## src/rtl/pipe_pkg.sv

```systemverilog
// Shared pipeline definitions for the MEM stage.
// State encoding, writeback control bit positions and alignment mask.
package pipe_pkg;

    typedef enum logic {
        IDLE   = 1'b0,
        ACCESS = 1'b1
    } mem_state_t;

    localparam int WB_REGWRITE = 1;
    localparam int WB_MEMTOREG = 0;

    localparam logic [1:0] WORD_ALIGN_MASK = 2'b11;

endpackage

```

## src/rtl/dmem_timeout_ctr.sv

```systemverilog
// Loadable saturating counter used to bound data-memory access latency.
// tc is high while the count sits at the terminal value.
module dmem_timeout_ctr #(
    parameter int CNT_W = 8,
    parameter logic [CNT_W-1:0] TERM = '1
) (
    input  logic             clk,
    input  logic             rst,
    input  logic             clr,
    input  logic             load,
    input  logic [CNT_W-1:0] load_val,
    input  logic             en,
    output logic             tc
);

    logic [CNT_W-1:0] cnt;

    always_ff @(posedge clk) begin
        if (rst || clr) begin
            cnt <= '0;
        end else if (load) begin
            cnt <= load_val;
        end else if (en && (cnt != TERM)) begin
            cnt <= cnt + CNT_W'(1);
        end
    end

    assign tc = (cnt == TERM);

endmodule

```

## src/rtl/mem_access_stage.sv

```systemverilog
// MEM-stage data-memory access controller: req/ack bus, pipeline stall,
// bubble insertion into MEM/WB, misalignment and timeout error flags.
module mem_access_stage
    import pipe_pkg::*;
#(
    parameter int TIMEOUT = 16,
    parameter int CNT_W   = 8
) (
    input  logic        clk,
    input  logic        rst,
    input  logic        MemRead,
    input  logic        MemWrite,
    input  logic [1:0]  WB,
    input  logic [4:0]  Rd,
    input  logic [31:0] ALURes,
    input  logic [31:0] WriteData,
    output logic        dmem_req,
    output logic        dmem_we,
    output logic [31:0] dmem_addr,
    output logic [31:0] dmem_wdata,
    input  logic [31:0] dmem_rdata,
    input  logic        dmem_ack,
    output logic        Stall,
    output logic [1:0]  WBOut,
    output logic [4:0]  RdOut,
    output logic [31:0] MemOut,
    output logic [31:0] ALUOut,
    output logic        MisalignErr,
    output logic        BusErr
);

    mem_state_t state, state_nx;

    logic mem_op;
    logic misalign;
    logic issue;
    logic tc;
    logic done;

    assign mem_op   = MemRead | MemWrite;
    assign misalign = |(ALURes[1:0] & WORD_ALIGN_MASK);
    assign issue    = (state == IDLE) && mem_op && !misalign;
    assign done     = (state == ACCESS) && (dmem_ack || tc);

    assign RdOut  = Rd;
    assign ALUOut = ALURes;

    dmem_timeout_ctr #(
        .CNT_W (CNT_W),
        .TERM  (CNT_W'(TIMEOUT - 1))
    ) u_ctr (
        .clk      (clk),
        .rst      (rst),
        .clr      (done),
        .load     (issue),
        .load_val ('0),
        .en       (state == ACCESS),
        .tc       (tc)
    );

    always_ff @(posedge clk) begin
        if (rst) begin
            state <= IDLE;
        end else begin
            state <= state_nx;
        end
    end

    always_comb begin
        state_nx = state;
        unique case (state)
            IDLE:    if (issue) state_nx = ACCESS;
            ACCESS:  if (done)  state_nx = IDLE;
            default: state_nx = IDLE;
        endcase
    end

    always_comb begin
        Stall       = 1'b0;
        WBOut       = 2'b00;
        MemOut      = 32'h0;
        MisalignErr = 1'b0;
        BusErr      = 1'b0;
        unique case (state)
            IDLE: begin
                if (!mem_op) begin
                    WBOut = WB;
                end else if (misalign) begin
                    MisalignErr = 1'b1;
                end else begin
                    Stall = 1'b1;
                end
            end
            ACCESS: begin
                if (dmem_ack) begin
                    WBOut  = WB;
                    MemOut = dmem_we ? 32'h0 : dmem_rdata;
                end else if (tc) begin
                    BusErr = 1'b1;
                end else begin
                    Stall = 1'b1;
                end
            end
            default: ;
        endcase
    end

    // Bus signals hold their issued values for the whole access.
    always_ff @(posedge clk) begin
        if (rst) begin
            dmem_req   <= 1'b0;
            dmem_we    <= 1'b0;
            dmem_addr  <= 32'h0;
            dmem_wdata <= 32'h0;
        end else if (issue) begin
            dmem_req   <= 1'b1;
            dmem_we    <= MemWrite;
            dmem_addr  <= ALURes;
            dmem_wdata <= WriteData;
        end else if (done) begin
            dmem_req   <= 1'b0;
        end
    end

endmodule

```

## config.mk

```make
export PLATFORM = sky130hd
export DESIGN_NAME = mem_access_stage
export DESIGN_NICKNAME = d
export VERILOG_FILES = /design/src/rtl/pipe_pkg.sv /design/src/rtl/dmem_timeout_ctr.sv /design/src/rtl/mem_access_stage.sv
export SDC_FILE = /design/constraint.sdc
export NUM_CORES = 1
export LEC_CHECK = 0
export CAP_MARGIN = 20
export CORE_ASPECT_RATIO = 0.9
export CORE_MARGIN = 5
export CORE_UTILIZATION = 38
export CTS_BUF_LIST = sky130_fd_sc_hd__clkbuf_8 sky130_fd_sc_hd__clkbuf_16
export CTS_CLUSTER_DIAMETER = 200
export DETAILED_ROUTE_END_ITERATION = 8
export GPL_TIMING_DRIVEN = 0
export PLACE_DENSITY_LB_ADDON = 0.2
export SYNTH_ARGS = -nofsm -noshare
export SYNTH_HDL_FRONTEND = slang
export SYNTH_SLANG_ARGS = --single-unit
```

## constraint.sdc

```tcl
create_clock -name clk -period 5 [get_ports clk]
set_input_delay 0.5 -clock clk [delete_from_list [all_inputs] [get_ports clk]]
set_output_delay 0.5 -clock clk [all_outputs]
set_load 0.01 [all_outputs]
```

==> results.yml, run 1 <==
status:
  status: "completed"
global_routing:
  grt_pass1_wl_mm: 20.5
  groute.usage.overall_pct: 22.4
  grt_max_degree: 13
  gr-total-overflow: 0
  grt_antenna_before_repair: 0
  grt_pass1_vias: 4152
clocking:
  ctsLongestPathBuffers: 2
  clockRootBuffer: "clkbuf_8"
  h-tree-depth: 3
  ctsResizeCount: 0
  clk_pin_slew_worst_paths_ns: 0.07
  worstSkewPairLatency_ns: 0.34
  cts_buffers: 9
  cts_tree: "done"
  cts-hold-fix-buffers: 0
  post_cts.repair.setup_buffers: 0
  clock-sinks: 75
power:
  ir_worst_vdd_v: 0.000168
  p_leak_nw: 2.22
  pwr_density_cell_mw_per_mm2: 234
drt:
  antenna_left: 0
  first_pass_iters: 5
  dr.first_iter.drc_count: 166
  vias_per_cell: 5.14
  wire_per_inst_um: 16.4
  wirelength_mm: 13.5
  route.detailed.drc: 0
  vias: 4209
die:
  core_mm2: 0.00908
  die_area_mm2: 0.0113
  top_level_ports: 248
  rows: 33
  die_w_um: 112
  start_util_pct: 38.9
  dieHeight_um: 101
worst_setup_path:
  cp_cell_sequence: "clkdlybuf4s50_1 > o21bai_1 > clkbuf_1 > nor2_1 > clkdlybuf4s50_1"
  ff2ff_setup_slack_ns: 3.03
  cp.arrival_ns: 2.68
  cp-end-kind: "output pin"
  startpoint_type: "input port"
  cp_slowest_cell: "o21bai_1"
  setup.worst_path.class: "in2out"
  max_stage_delay_ns: 0.76
  cp_common_cell: "clkdlybuf4s50_1"
  cp.required_ns: 4.50
  path_max_fanout: 10
flow_run:
  drv_cap: 0
final_layout:
  post-route-util_pct: 69.6
  drive_above_1_share_pct: 8.75
  design_area_mm2: 0.00632
  area_growth_pct: 79.0
  finalNetCount: 802
  fin_cells: 819
  fill_cells: 736
  diodes: 0
placement:
  placed_cell_area_mm2: 0.00611
  dp_cells: 804
  io_buffers: 242
  pre_cts_slack_ns: 1.82
  place_hpwl_mm: 10.7
  place_congestion: 0.975
sta:
  slew_violations: 0
  fin_setup_tns_ns: 0
  skew_ns: 0.00879
  setup_ws_ns: 1.82
  slew_headroom_pct: 40.3
  final-setup-viol-count: 0
  hold_viol_final: 0
  clock.fmax_mhz: 314
  min_period_over_period_pct: 63.6
  rsz0062_at_grt: "false"
  post-route-min-period_ns: 3.18
  worstMarginPinSlew_ns: 0.894
min_path:
  hold_path_class: "reg2reg"
logic_synthesis:
  async_flop_share_pct: 0
  postSynthCellCount: 440
  synth_edf_count: 0
  ys_seq_elements: 75
  ys_warn_count: 0
  synth.avg_cell_area_um2: 8.03
  syn-cell-area_mm2: 0.00353
  syn-num-nets: 549
  ys_types: 39
  ys_seq_area_share_pct: 42.5
  ys.flop_type: "dfxtp_1"
[synthesized netlist by cell type (2+ instances only)]
master | count | area, um2
buf_6 | 4 | 45.0
nor4_1 | 3 | 18.8
nor2b_1 | 2 | 12.5
nand2b_1 | 2 | 12.5
inv_1 | 4 | 15.0
or3_1 | 3 | 18.8
o311ai_0 | 2 | 17.5
nor2_1 | 5 | 18.8
buf_4 | 38 | 285
o21ai_0 | 67 | 335
nand2_1 | 4 | 15.0
nand3_1 | 65 | 325
nand4_1 | 3 | 18.8
clkbuf_1 | 34 | 128
a211oi_1 | 6 | 45.0
and2_1 | 32 | 200
a21oi_1 | 66 | 330
buf_1 | 4 | 15.0
dfxtp_1 | 75 | 1500
o32a_1 | 2 | 20.0
[cell type report]
| class | instances | area (um2) | area share (%) |
|---|---|---|---|
| Timing Repair Buffer | 242 | 2420 | 38.3 |
| Multi-Input combinational cell | 281 | 1540 | 24.4 |
| Sequential cell | 75 | 1500 | 23.7 |
| Buffer | 80 | 473 | 7.48 |
| Tap cell | 122 | 153 | 2.41 |
| Clock buffer | 10 | 138 | 2.18 |
| Clock inverter | 5 | 77.6 | 1.23 |
| Inverter | 4 | 15.0 | 0.237 |
[worst max-delay path, delay by kind of cell]
kind,cells,cell delay (ns)
buf+inv,3,1.34
compound gates,1,0.76
simple gates,1,0.08
[final timing paths]
check	from	to	cells past startpoint
max	MemWrite	MisalignErr	5
min	dmem_addr[1]$_SDFFE_PP0P_	dmem_addr[1]$_SDFFE_PP0P_	2
max reg2reg	state$_SDFF_PP0_	dmem_we$_SDFFE_PP0P_	6
min reg2reg	dmem_addr[1]$_SDFFE_PP0P_	dmem_addr[1]$_SDFFE_PP0P_	2
[report_power, final]
part / internal [W] / leakage, nW / total (W) / switching (W)
sequential: 0.000620 / 0.610 / 0.000632 / 0.0000113
combinational: 0.000193 / 1.51 / 0.000337 / 0.000143
clock: 0.000290 / 0.108 / 0.000513 / 0.000222
[sequential cells by signal, summed over array words and instances, names as in the netlist]
signal,count
dmem_addr,32
dmem_req,1
dmem_wdata,32
dmem_we,1
state,1
u_ctr.cnt,8
[layout by cell type (no fill, tap or decap), types with 2 or more instances in the layout]
master | netlist | routed
o21ai_0 | 67 | 67
buf_4 | 38 | 38
buf_1 | 4 | 4
nand2b_1 | 2 | 2
clkdlybuf4s50_1 | 0 | 242
clkbuf_8 | 0 | 10
o311ai_0 | 2 | 2
bufinv_16 | 0 | 2
o32a_1 | 2 | 2
buf_6 | 4 | 4
inv_1 | 4 | 4
clkinv_2 | 0 | 2
dfxtp_1 | 75 | 75
a21oi_1 | 66 | 66
nand4_1 | 3 | 3
nand3_1 | 65 | 65
and2_1 | 32 | 32
nand2_1 | 4 | 4
or3_1 | 3 | 3
nor4_1 | 3 | 3
nor2_1 | 5 | 5
clkbuf_1 | 34 | 34
nor2b_1 | 2 | 2
a211oi_1 | 6 | 6
[cell families (layout without fill, tap and decap cells)]
| kind of cell | Yosys count | after routing | share of synthesized area (%) |
|---|---|---|---|
| compound gates | 153 | 153 | 23.5 |
| buf+inv | 84 | 341 | 13.8 |
| flops | 75 | 75 | 42.5 |
| fa+ha+maj | 1 | 1 | 0.354 |
| simple gates | 127 | 127 | 19.9 |
[routing by layer]
layer	track usage, %	vias to the layer above	part of all wire (%)
li1	-	2022	-
met1	23.3	1956	37
met2	41.4	206	52
met3	7.35	25	8.5
met4	10.1	0	3.0
met5	0	-	0
[through the flow]
step	hold WS, ns	power (W)
after floorplan	0.453	0.000773
final	0.432	0.00148
after global placement	0.421	0.000976
after CTS	0.435	0.00149
after detailed placement	0.424	0.000982
after global routing	0.442	0.00155
(Power assumes the default switching activity.)
==> inputs of run 2 (changes only) <==
CORE_UTILIZATION = 32   (was 38)
clock period = 2.87 ns   (was 5 ns; I/O delays follow)
==> run 2 against run 1 <==
Against the previous run:
- first-iteration DRC count rose by 0.60%
- register-to-register slack got worse by 2.2 ns
- largest power group is now the clock network
- critical path type unchanged
- cell area is 1.5% higher
- via count shrank 1.3%
- non-clock buffer count stayed put
==> results.yml, run 2 (synthesis gave the netlist of run 1 again) <==
die:
  start_util_pct: 32.7
  die_w_um: 121
  rows: 36
  core_mm2: 0.0108
  dieHeight_um: 110
  top_level_ports: 248
  die_area_mm2: 0.0132
clocking:
  worstSkewPairLatency_ns: 0.33
  h-tree-depth: 3
  clock-sinks: 75
  ctsLongestPathBuffers: 2
  clockRootBuffer: "clkbuf_16"
  clk_pin_slew_worst_paths_ns: 0.06
  cts_tree: "done"
  cts_buffers: 9
  post_cts.repair.setup_buffers: 0
global_routing:
  gr-total-overflow: 0
  grt_pass1_wl_mm: 20.1
  grt_max_degree: 14
  grt_antenna_before_repair: 0
  grt_pass1_vias: 4081
  groute.usage.overall_pct: 19.0
sta:
  slew_violations: 0
  rsz0062_at_grt: "false"
  fin_setup_tns_ns: 0
  min_period_over_period_pct: 94.4
  clock.fmax_mhz: 369
  worstMarginPinSlew_ns: 0.657
  post-route-min-period_ns: 2.71
  slew_headroom_pct: 55.9
  whs_ns: 0.427
  hold_viol_final: 0
  setup_ws_ns: 0.162
  final-setup-viol-count: 0
  skew_ns: 0.00649
power:
  pwr_density_cell_mw_per_mm2: 436
  p_leak_nw: 2.26
  ir_worst_vdd_v: 0.000315
final_layout:
  area_growth_pct: 81.7
  diodes: 0
  fill_cells: 988
  final_common_cell: "clkdlybuf4s50_1"
  multi_input_area_mm2: 0.00155
  seqCellArea_mm2: 0.00150
  finalNetCount: 802
  reg.largest.list: "dmem_addr: 32 flops, dmem_wdata: 32 flops, u_ctr.cnt: 8 flops"
  layout_common_cells: "clkdlybuf4s50_1, dfxtp_1, o21ai_0, a21oi_1, nand3_1"
  fin_cells: 831
  design_area_mm2: 0.00642
  drive_above_1_share_pct: 9.03
worst_setup_path:
  endpoint: "MisalignErr"
  cp.arrival_ns: 2.42
  r2r_cells: 6
  path_depth: 6
  setup.worst_path.class: "in2out"
  cp_num_buf_inv: 4
  cp_slowest_cell: "clkdlybuf4s50_1"
  cp-end-kind: "output pin"
  ff2ff_setup_slack_ns: 0.86
  cp.required_ns: 2.58
  path_max_fanout: 10
  worstSetupStartpoint: "ALURes[0]"
  critPathTopFamily: "buffers and inverters"
  cp_cell_sequence: "clkdlybuf4s50_1 > nor2_1 > clkbuf_1 > clkbuf_1 > nor2_1 > clkdlybuf4s50_1"
  max_stage_delay_ns: 0.49
  reg2reg_from: "state$_SDFF_PP0_"
  rr_endpoint: "dmem_wdata[31]$_SDFFE_PP0P_"
  startpoint_type: "input port"
drt:
  first_pass_iters: 4
  route.detailed.drc: 0
  antenna_left: 0
  vias_per_cell: 5.00
  dr.first_iter.drc_count: 167
  vias: 4156
  wire_per_inst_um: 16.3
  wirelength_mm: 13.5
placement:
  place_congestion: 0.811
  pre_cts_slack_ns: 0.0480
  place_hpwl_mm: 10.6
  placed_cell_area_mm2: 0.00612
  dp_cells: 815
  io_buffers: 242
status:
  status: "completed"
min_path:
  hold_path_class: "reg2reg"
flow_run:
  drv_cap: 0
run 2: cell count changes in the layout (fill, tap and decap cells not counted), sizes merged:
cell / before / now
clkinv: 2 / 4
bufinv: 2 / 1
clkinvlp: 1 / 2
clkbuf: 44 / 43
run 2: layer usage:
metal | GRT usage (%) | vias up | wire length (um)
li1 | - | 2033 | -
met1 | 21.6 | 1943 | 5420
met2 | 33.4 | 170 | 6780
met3 | 6.79 | 10 | 1200
met4 | 5.99 | 0 | 132
met5 | 0 | - | 0
run 2: area by class of cell:
type / count / share of cell area, %
clock buffer: 9 / 3.51
buffer: 80 / 7.37
sequential: 75 / 23.4
timing repair buffer: 242 / 37.7
multi-input combinational: 281 / 24.1
inverter: 4 / 0.234
tap: 133 / 2.59
clock inverter: 7 / 1.07
run 2: worst reg2reg max path: stages (launching register included):
cell	delay, ns
dfxtp_1	0.30
buf_4	0.16
o21ba_2	0.26
clkbuf_1	0.42
buf_1	0.53
nand3_1	0.15
a21oi_1	0.14
run 2: timing repair:
action	CTS	global route
gates resized for setup	0	1
hold buffers	0	0
setup endpoints to repair	0	1
run 2: how the worst min path moves through the flow:
stage / startpoint / cells after the start / end
finish: dmem_addr[0]$_SDFFE_PP0P_ / 2 / dmem_addr[0]$_SDFFE_PP0P_
global route: dmem_addr[1]$_SDFFE_PP0P_ / 2 / dmem_addr[1]$_SDFFE_PP0P_
CTS: dmem_addr[0]$_SDFFE_PP0P_ / 2 / dmem_addr[0]$_SDFFE_PP0P_
detailed placement: dmem_addr[0]$_SDFFE_PP0P_ / 2 / dmem_addr[0]$_SDFFE_PP0P_
global placement: dmem_addr[0]$_SDFFE_PP0P_ / 2 / dmem_addr[0]$_SDFFE_PP0P_
floorplan: ALURes[10] / 2 / dmem_addr[10]$_SDFFE_PP0P_
run 2: per-stage QoR:
| stage | utilization, % | total power [W] |
|---|---|---|
| final | 59.4 | 0.00280 |
| after global placement | 56.6 | 0.00170 |
| after detailed placement | 56.6 | 0.00171 |
| after global routing | 59.4 | 0.00292 |
| after CTS | 59.4 | 0.00283 |
| after floorplan | - | 0.00135 |
run 2: power by group:
group / internal [W] / leakage [nW] / switching, W / total [W]
Clock: 0.000670 / 0.141 / 0.000443 / 0.00111
Sequential: 0.00108 / 0.610 / 0.0000191 / 0.00110
Combinational: 0.000337 / 1.51 / 0.000250 / 0.000587
Total: 0.00209 / 2.26 / 0.000712 / 0.00280
==> inputs of run 3 (changes only) <==
CTS_CLUSTER_DIAMETER = 30   (was 200)
SLEW_MARGIN = 30   (was not set)
==> results of run 3 <==
The final DEF is identical to that of run 2; final timing and power are the same.
==> edit (config.mk and constraints of run 2) <==
Put a register stage on the output `BusErr`, without a reset. The value now appears one clock later. The other outputs are not delayed to match.
--- a/src/rtl/mem_access_stage.sv
+++ b/src/rtl/mem_access_stage.sv
@@ -28,6 +28,8 @@
     output logic        MisalignErr,
     output logic        BusErr
 );
+
+    logic BusErr_d;
 
     mem_state_t state, state_nx;
 
@@ -80,7 +82,7 @@
         WBOut       = 2'b00;
         MemOut      = 32'h0;
         MisalignErr = 1'b0;
-        BusErr      = 1'b0;
+        BusErr_d    = 1'b0;
         unique case (state)
             IDLE: begin
                 if (!mem_op) begin
@@ -96,7 +98,7 @@
                     WBOut  = WB;
                     MemOut = dmem_we ? 32'h0 : dmem_rdata;
                 end else if (tc) begin
-                    BusErr = 1'b1;
+                    BusErr_d = 1'b1;
                 end else begin
                     Stall = 1'b1;
                 end
@@ -122,5 +124,9 @@
         end
     end
 
+    always_ff @(posedge clk) begin
+        BusErr <= BusErr_d;
+    end
+
 endmodule
 
Function: no difference found for any inputs over 4 cycles, from zero or initial values and one cycle with rst high; that may be too few to reach the edited logic, so the function may still have changed.
==> edit against run 2 <==
Synthesized cell count grew 0.23%. Final cell count grew 2.4%. Highest routed layer unchanged. Largest cell class unchanged. Total power grew 1.1%. Sequential cell count grew 1. Largest power group is now registers. Synthesized area grew 0.57%. Design area grew 0.72%. Worst setup slack lost 0.019 ns. Count of clock-buffer cells in the layout grew 1. Critical path depth is the same. Wire length grew 4.2%. Utilization grew 0.18 points. Critical path type unchanged.
==> edit: results (changes against run 2) <==
[run_status]
status = finished clean

[critical_path]
worst_path_largest_cell_delay_ns = 0.60  ; +0.11 ns
cp.arrival_ns = 2.44  ; +0.02 ns
startpoint = MemWrite
r2r-end = dmem_addr[25]
r2r_slack_ns = 0.88  ; +0.02 ns
crit_end = Stall

[yosys]
synth_enable_flop_cells = 0  ; unchanged
synth_nets = 550  ; +0.18%
yosys.area_share.adder = 0.00352  ; -0.0000199
synth_compound_area_frac = 0.233  ; -0.00132
yosysSeqAreaShare = 0.428  ; +0.00324
muxShareOfSynthArea = 0  ; unchanged
synth.yosys.warnings = 0  ; unchanged
synth_commonest_cells = dfxtp_1, o21ai_0, a21oi_1
synthTopCellsByArea = dfxtp_1, o21ai_0, a21oi_1, nand3_1, buf_4

[placement]
finalWeightedCongestion = 0.889  ; +9.7%
dp_slack_ns = 0.0498  ; +0.00181 ns
hpwl_um = 11000  ; +3.3%

[global_routing]
grt_max_degree = 13  ; -1
grtUsageMet3 = 0.0653  ; -0.00260
grt_use_total = 0.202  ; +0.0119
grt_pass1_vias = 4196  ; +2.8%
grt_pass1_wl_um = 21600  ; +7.1%
grtUsageMet2 = 0.341  ; +0.00647
grtUsageMet1 = 0.242  ; +0.0262

[route]
route.met3.wl_um = 1450  ; +21%
first_iter_violations = 204  ; +22%
drt_pre_antenna_iters = 5  ; +1
routed_via_density = 4.96  ; -0.89%
wl_per_cell_um = 16.6  ; +1.7%
drt-met1-wl_um = 5430  ; +0.24%
met2_length_um = 6900  ; +1.7%

[layout]
drive_above_1_share = 0.0887  ; -0.00156
layout.nets = 803  ; +0.12%
fill_cells = 967  ; -2.1%

[timing]
tightest_slew_ns = 0.642  ; -0.0157 ns
finalCriticalPeriod_ns = 2.73  ; +0.0185 ns
skew_ns = 0.00705  ; +0.000559 ns

[clock_network]
cts_buffer_depth = 2  ; unchanged
cts_root_buffer = clkbuf_16
cts_made_buffers = 9  ; unchanged
clkTransAtPathRegs_ns = 0.06  ; about the same
ctsResizeCount = 0  ; unchanged

[min_path]
hp-start = dmem_addr[1]
min_to = dmem_addr[1]

[power_and_ir_drop]
ir_worst_vdd_v = 0.000302  ; -4.0%
p_leak_nw = 2.28  ; +1.1%

[edit: cell type report]
type,count,share of cell area
clock buffers,10,0.0370
flip-flops and latches,76,0.235
well taps,152,0.0294
multi-input cells,281,0.239
clock inverters,6,0.00871
inverters,4,0.00232
plain buffers,80,0.0733
repair buffers,242,0.375
[edit: stage by stage]
step / cells / instance area, um2 / util / hold WS, ns
6_report: 851 / 6470 / 0.596 / 0.437
3_5_place_dp: 835 / 6170 / 0.568 / 0.425
5_1_grt: 851 / 6470 / 0.596 / 0.467
4_1_cts: 851 / 6460 / 0.595 / 0.437
2_1_floorplan: 441 / 3550 / - / 0.435
3_3_place_gp: 835 / 6170 / 0.568 / 0.422
[edit: worst register-to-register path: cells and delay by family, from the launching register on]
kind            cells  cell delay, ns
simple gates        1            0.14
compound gates      2            0.41
flops               1            0.30
buf+inv             3            1.07
[edit: power by group]
part	switching (mW)	internal (mW)	total [mW]
combinational	0.253	0.337	0.590
sequential	0.0194	1.10	1.12
clock	0.435	0.689	1.12
